`src/rtl/retire_unit_wide.sv`:
```
// In-order multi-wide retirement stage: strict-prefix retire, free-list return, store commit, flush and halt sequencing.
// Optional stall statistics counters are enabled with `define RETIRE_STALL_CNT_EN.
module retire_unit_wide #(
  parameter int RET_WIDTH = 4,
  parameter int PRF_SZ    = 64,
  parameter int PRF_IDX_W = $clog2(PRF_SZ),
  parameter int CNT_W     = $clog2(RET_WIDTH + 1)
) (
  input  logic                           clock,
  input  logic                           reset,
  input  logic [CNT_W-1:0]               head_count,
  input  logic [RET_WIDTH*PRF_IDX_W-1:0] head_t_new,
  input  logic [RET_WIDTH*PRF_IDX_W-1:0] head_t_old,
  input  logic [RET_WIDTH-1:0]           head_has_dest,
  input  logic [RET_WIDTH-1:0]           head_is_store,
  input  logic [RET_WIDTH-1:0]           head_mispred,
  input  logic [RET_WIDTH-1:0]           head_halt,
  input  logic [RET_WIDTH*32-1:0]        head_npc,
  input  logic [RET_WIDTH*5-1:0]         head_arch_reg,
  input  logic [PRF_SZ-1:0]              complete_vec,
  output logic [RET_WIDTH*PRF_IDX_W-1:0] rf_read_idx,
  input  logic [RET_WIDTH*32-1:0]        rf_read_data,
  output logic [CNT_W-1:0]               num_retiring,
  output logic [RET_WIDTH-1:0]           free_valid,
  output logic [RET_WIDTH*PRF_IDX_W-1:0] free_idx,
  output logic                           sq_commit_valid,
  input  logic                           sq_commit_ready,
  output logic [RET_WIDTH-1:0]           commit_valid,
  output logic [RET_WIDTH*32-1:0]        commit_data,
  output logic [RET_WIDTH*5-1:0]         commit_reg,
  output logic [RET_WIDTH*32-1:0]        commit_npc,
  output logic [RET_WIDTH-1:0]           commit_halt,
  output logic                           flush,
  output logic                           halted,
  output logic [63:0]                    retired_count
`ifdef RETIRE_STALL_CNT_EN
  ,
  output logic [31:0]                    stall_incomplete_cnt,
  output logic [31:0]                    stall_store_cnt
`endif
);

  typedef enum logic [1:0] {S_RUN, S_FLUSH, S_HALT} state_t;

  state_t                 state;
  logic                   go;
  logic                   store_seen;
  logic                   slot_ok;
  logic                   halt_ret;
  logic                   mispred_ret;
  logic [PRF_IDX_W-1:0]   t_new_i;
  logic [CNT_W-1:0]       n_ret;
  int                     fpos;

  assign rf_read_idx     = head_t_new;
  assign num_retiring    = n_ret;
  assign sq_commit_valid = store_seen;

  // Walk slots oldest-first; the first slot that cannot retire closes the prefix.
  always_comb begin
    go           = (state == S_RUN);
    store_seen   = 1'b0;
    slot_ok      = 1'b0;
    halt_ret     = 1'b0;
    mispred_ret  = 1'b0;
    t_new_i      = '0;
    n_ret        = '0;
    fpos         = 0;
    free_valid   = '0;
    free_idx     = '0;
    commit_valid = '0;
    commit_data  = '0;
    commit_reg   = '0;
    commit_npc   = '0;
    commit_halt  = '0;
    for (int i = 0; i < RET_WIDTH; i++) begin
      t_new_i = head_t_new[i*PRF_IDX_W +: PRF_IDX_W];
      slot_ok = go && (i < int'(head_count)) && complete_vec[t_new_i] &&
                !(head_is_store[i] && (store_seen || !sq_commit_ready));
      if (slot_ok) begin
        n_ret           = n_ret + CNT_W'(1);
        commit_valid[i] = 1'b1;
        commit_data[i*32 +: 32] = rf_read_data[i*32 +: 32];
        commit_npc[i*32 +: 32]  = head_npc[i*32 +: 32];
        commit_halt[i]  = head_halt[i];
        if (head_has_dest[i]) begin
          commit_reg[i*5 +: 5] = head_arch_reg[i*5 +: 5];
          free_valid[fpos]     = 1'b1;
          free_idx[fpos*PRF_IDX_W +: PRF_IDX_W] = head_t_old[i*PRF_IDX_W +: PRF_IDX_W];
          fpos = fpos + 1;
        end
        if (head_is_store[i]) store_seen = 1'b1;
        // Halt takes priority over a mispredict on the same slot.
        if (head_halt[i]) begin
          halt_ret = 1'b1;
          go       = 1'b0;
        end else if (head_mispred[i]) begin
          mispred_ret = 1'b1;
          go          = 1'b0;
        end
      end else begin
        go = 1'b0;
      end
    end
  end

  always_ff @(posedge clock) begin
    if (reset) begin
      state         <= S_RUN;
      flush         <= 1'b0;
      halted        <= 1'b0;
      retired_count <= '0;
    end else begin
      case (state)
        S_RUN: begin
          retired_count <= retired_count + 64'(n_ret);
          if (halt_ret) begin
            state  <= S_HALT;
            halted <= 1'b1;
          end else if (mispred_ret) begin
            state <= S_FLUSH;
            flush <= 1'b1;
          end
        end
        S_FLUSH: begin
          state <= S_RUN;
          flush <= 1'b0;
        end
        default: begin
          state  <= S_HALT;
          halted <= 1'b1;
        end
      endcase
    end
  end

`ifdef RETIRE_STALL_CNT_EN
  // Attribute cycles where the head is present but nothing leaves; counters saturate.
  always_ff @(posedge clock) begin
    if (reset) begin
      stall_incomplete_cnt <= '0;
      stall_store_cnt      <= '0;
    end else if (state == S_RUN && head_count != '0 && n_ret == '0) begin
      if (!complete_vec[head_t_new[0 +: PRF_IDX_W]] && stall_incomplete_cnt != '1)
        stall_incomplete_cnt <= stall_incomplete_cnt + 32'd1;
      if (head_is_store[0] && !sq_commit_ready && stall_store_cnt != '1)
        stall_store_cnt <= stall_store_cnt + 32'd1;
    end
  end
`endif

endmodule

```
`config.mk`:
```
export PLATFORM = sky130hd
export DESIGN_NAME = retire_unit_wide
export DESIGN_NICKNAME = d
export VERILOG_FILES = /design/src/rtl/retire_unit_wide.sv
export SDC_FILE = /design/constraint.sdc
export NUM_CORES = 1
export LEC_CHECK = 0
export BUFFER_PORTS_ARGS = -buffer_cell sky130_fd_sc_hd__buf_2
export CAP_MARGIN = 25
export CORE_AREA = 2 2 314 316
export DETAILED_ROUTE_END_ITERATION = 12
export DIE_AREA = 0 0 316 318
export GPL_TIMING_DRIVEN = 0
export HOLD_SLACK_MARGIN = 0.06
export SETUP_SLACK_MARGIN = 0.1
export SKIP_CTS_REPAIR_TIMING = 1
export SLEW_MARGIN = 0
export SYNTH_ARGS = -nofsm -noshare
export SYNTH_HDL_FRONTEND = slang
export SYNTH_SLANG_ARGS = --single-unit
```
`constraint.sdc`:
```
create_clock -name clock -period 17.8 [get_ports clock]
set_input_delay 2.67 -clock clock [delete_from_list [all_inputs] [get_ports clock]]
set_output_delay 2.67 -clock clock [all_outputs]
set_load 0.01 [all_outputs]
```
After elaboration in Yosys (flattened, before gate mapping)
Index checks and enable logic that the tools add are counted.
- output and inout port bits: 406
- word-level logic and storage cells: 188
- bits in registers: 68
- input bits: 410
- multiply operators: 3
- bitwise operators: 4
- shift-type cells: 6
- order comparisons: 14
- add/sub/neg operators: 9
- equality and inequality tests: 5
- multiplexer cells: 112
- reductions and logical operators: 31
- operators with widths (kind ; number):
    $mux W32 ; 12
    $mux W24 ; 6
    $neg A32 Y33 ; 3
    $shift A6 B33 Y24 const A ; 3
    $shiftx A6 B33 Y24 ; 3
    $ge A32 B1 Y1 const B ; 3
    $lt A32 B4 Y1 const B ; 3
    $mul A32 B3 Y31 const B ; 3
    $bwmux W24 ; 3
    $add A32 B2 Y32 const B ; 2
    $add A64 B3 Y64 ; 1
    $mux W1 ; 60
    $mux W5 ; 8
    $lt A6 B7 Y1 const B ; 4
    $bmux W1 S6 ; 4
    $mux W4 ; 6
    $logic_and A1 B1 Y1 ; 19
    $mux W6 ; 2
    $add A3 B1 Y3 const B ; 3
    $mux W3 ; 3
    $or A4 B4 Y4 ; 2
    $demux W1 S2 ; 3
    $lt A1 B3 Y1 const A ; 2
    $lt A2 B3 Y1 const A ; 2
    other kinds (14) ; 24

Logic depth before layout (Yosys ltp)
- depth after elaboration: 23
- gate-level depth with buffers: 27
- depth with buffers taken out: 23

Worst setup path before layout
No wires, ideal clock.
- kind: input to output
- start: in head_t_new[1]
- end: out free_idx[10]
- setup slack: 6814 ps
- arrival: 8316 ps
- data required time: 15130 ps
- cell stages on the path: 22
- path buffers: 2
- path through: buf_4 -> buf_12 -> mux2i_1 -> mux4_2 -> a221o_1 -> o32ai_2 -> nand2_4 -> ha_1 -> and2_1 -> mux2_4 -> ha_1 -> mux2i_1 -> ha_1 -> ha_1 -> ha_1 -> nor2_1 -> and2_1 -> ha_1 -> nand3_1 -> or3_4 -> nor3_1 -> mux2i_1
- word-level cells in the longest chain between the ends: 21
- elaborated cells on any way between the ends: 62
- classes of those cells: add/sub (5); mul (3); shift (6); mux (28); reduce/logical (20)
- ends and longest elaborated chain (what ; line ; source):
    start, declared ; 12 ; input logic [RET_WIDTH*PRF_IDX_W-1:0] head_t_new,
    $bmux W1 S6 * ; 78 ; slot_ok = go && (i < int'(head_count)) && complete_vec[t_new_i] &&
    $mux W1 (implied by the code) * ; 78 ;
    $logic_and A1 B1 Y1 * (2 in a row) ; 78 ;
    branches (longest 16 deep; another with $neg A32 Y33) ; -- ;
    $mux W24 * ; 80 ; if (slot_ok) begin
    end, declared ; 25 ; output logic [RET_WIDTH*PRF_IDX_W-1:0] free_idx,
Every way passes the cells marked *. The select of a mux whose other input is x is not followed.

Worst setup path in the final report
- start: in head_t_new[9]
- end: out free_idx[11]
- word-level cells in the longest chain between the ends: 16
- elaborated cells on any way between the ends: 42
- classes of those cells: add/sub (3); mul (2); shift (4); mux (19); reduce/logical (14)
- ends and longest elaborated chain (what ; line):
    $bmux W1 S6 * ; 78
    $mux W1 (implied by the code) * ; 78
    $logic_and A1 B1 Y1 * (2 in a row) ; 78
    branches (longest 11 deep; another with $neg A32 Y33) ; --
    $mux W24 * ; 80
Marked as above.

==> impl_metrics.ini <==
[outcome]
status = finished, final reports clean

[min_path]
hp-class = reg -> reg

[worst_setup_path]
crit_chain = buf_2 -> clkbuf_1 -> mux2i_1 -> a2111oi_0 -> and4bb_2 -> o211ai_4 -> nor4b_4 -> clkbuf_1 -> mux2i_1 -> ha_1 -> ha_1 -> ha_1 -> nor2_1 -> and2_1 -> ha_1 -> nand3_1 -> or3_4 -> nor3_1 -> mux2i_1 -> buf_2
cp-end-kind = output pin
path_max_fanout = 10
arrival_ps = 9850
cp_common_cell = ha_1
slowest_delay_ps = 730
cp_slowest_cell = nor4b_4
cp-start-kind = input pin
cp.required_ps = 15130
worstSetupPathType = in -> out

[final_layout]
multi_input_area_um2 = 7333
stdcell_area_um2 = 15330
final_core_util = 0.1574
n_fill_cell = 11150
area_growth_pct = 64.71
drive_above_1_share = 0.4680
seq_area_um2 = 1361
nets = 2458

[sta]
setup_viol = 0
finalCriticalPeriod_ps = 12520
final-max-slew-violation-count = 0
finalHoldViolCount = 0
finalSetupTns_ps = 0
slew_headroom = 0.3436
fmax_mhz = 79.85
period_share = 0.7036
rsz0062_at_grt = no
tightest_slew_ps = 975.5
finClkSkew_ps = 8.962

[die]
row_count = 115
die_height_um = 318
io-pin-count = 816
start_util = 0.09555
die_w_um = 316
die_area_um2 = 100500
core_um2 = 97410

[yosys]
synth_area_leaders = and2_1 18%, dfxtp_1 15%, mux4_2 9.9%
synth_flop_cell = dfxtp_1
netlist_top_cells_count = 275 x and2_1, 91 x nor2_1, 83 x nand2_1
yosysSeqAreaShare = 0.1463
synth_area_um2 = 9308
yosysWarnings = 0
ys_ff_latch = 68
synth.most_common_cell = and2_1
ys_types = 78
synth-edff-count = 0
async_flop_share = 0
netlist_instances = 1205
synth_top_area_frac = 0.1848
yosysTopAreaCell = and2_1
synth_nets = 1637
syn_area_per_cell_um2 = 7.724

[route]
drtIter0Drc = 948
vias = 13040
drc = 0
drt-total-wl_mm = 76.02
drt-pass1-iter-count = 5
via_per_inst = 3.904
wl_per_cell_um = 22.77
drtAntennaViolNets = 0

[clocking]
worstSkewPairLatency_ps = 340
cts_sinks = 68
cts_tree = done
root_buffer = clkbuf_16
cts_buffers = 9
clock_path_buffers = 2
htree_levels = 3
clk_pin_slew_worst_paths_ps = 60

[placed_design]
place_congestion = 0.9288
place_hpwl_mm = 68.13
port_buffers = 804
post_dp_cell_area_um2 = 14990

[power]
ir_worst_vdd_mv = 0.04083
powerDensity_nw_per_um2 = 39.70
leakage_nw = 7.647

[grt]
grt_first_pass_wirelength_mm = 99.09
grt_pass1_vias = 12160
grt_start_max_net_pins = 13
overflow = 0
antenna_found_initial = 70
grt_usage = 0.1418

[run]
maxCapViolations = 0
state kept, by name (all words and copies together) (netlist names):
name           flops
retired_count     64
state              2
flush              1
halted             1
worst max-delay path, delay by kind of cell:
kind | cells | cell delay (ps)
buffers and inverters | 4 | 1390
and+or+nand+nor | 7 | 2550
AOI/OAI and AO/OA | 2 | 820
adders and majority gates | 4 | 1180
muxes | 3 | 1210
layout by cell type (no fill, tap or decap), drive strengths merged, types with 7 or more instances in the layout:
cell type / synthesis / routed
diode: 0 / 22
nand3: 42 / 42
nand2: 84 / 84
inv: 18 / 18
nor4: 7 / 7
or3: 20 / 20
mux2: 21 / 21
mux2i: 63 / 63
and3: 34 / 34
clkbuf: 66 / 77
xnor2: 13 / 13
a22oi: 23 / 23
nand3b: 10 / 10
xor2: 40 / 40
nand2b: 16 / 16
and2: 275 / 275
nor3: 11 / 11
o21ai: 26 / 26
nor2: 91 / 91
ha: 21 / 21
nand4: 24 / 24
a21oi: 41 / 41
nor2b: 12 / 12
dfxtp: 68 / 68
buf: 44 / 854
mux4: 41 / 41
power by group:
part / leakage, nW / switching (mW) / internal [mW]
registers: 0.548 / 0.00222 / 0.155
logic: 6.96 / 0.166 / 0.119
clock network: 0.134 / 0.0654 / 0.100
total: 7.65 / 0.234 / 0.375
through the flow:
stage / total power, mW / std cells / worst slack [ps] / hold slack (ps)
global placement: 0.4437 / 3296 / 4637 / 437.8
finish: 0.6087 / 3339 / 5276 / 458.2
global route: 0.6404 / 3326 / 4991 / 483.8
floorplan: 0.2953 / 1205 / 6814 / 469.6
detailed placement: 0.4462 / 3300 / 4751 / 456.4
CTS: 0.6141 / 3315 / 4748 / 463.7
worst paths after layout:
check / from / to / slack, ps / cells after the start
hold reg to reg: halted / halted / 460 / 2
setup reg to reg: state[1] / retired_count[63] / 9440 / 24
hold / removal: halted / halted / 460 / 2
setup / recovery: head_t_new[9] / free_idx[11] / 5280 / 20
layout make-up:
| class | instances | share of cell area |
|---|---|---|
| Inverter | 18 | 0.004570 |
| Clock inverter | 4 | 0.001632 |
| Antenna cell | 22 | 0.003591 |
| Multi-Input combinational cell | 1009 | 0.4783 |
| Clock buffer | 11 | 0.01649 |
| Buffer | 110 | 0.03575 |
| Sequential cell | 68 | 0.08879 |
| Tap cell | 1287 | 0.1050 |
| Timing Repair Buffer | 810 | 0.2658 |
kinds of logic (layout without fill, tap and decap cells):
logic type | Yosys count | in the layout | synth area share
buf+inv | 128 | 953 | 0.06641
xor+xnor | 53 | 53 | 0.05068
other cells | 0 | 22 | 0
simple gates | 651 | 651 | 0.3923
compound gates | 158 | 158 | 0.1204
mux | 125 | 125 | 0.1936
flops | 68 | 68 | 0.1463
fa+ha+maj | 22 | 22 | 0.03038
per-layer routing:
| metal | vias up | global-route usage | wire length (um) |
|---|---|---|---|
| met5 | - | 0 | 201 |
| met4 | 30 | 0.04381 | 2052 |
| met3 | 123 | 0.04800 | 8336 |
| met2 | 830 | 0.2266 | 34290 |
| met1 | 6160 | 0.1781 | 31140 |
| li1 | 5894 | - | - |
Power figures use the tool's default switching activity.
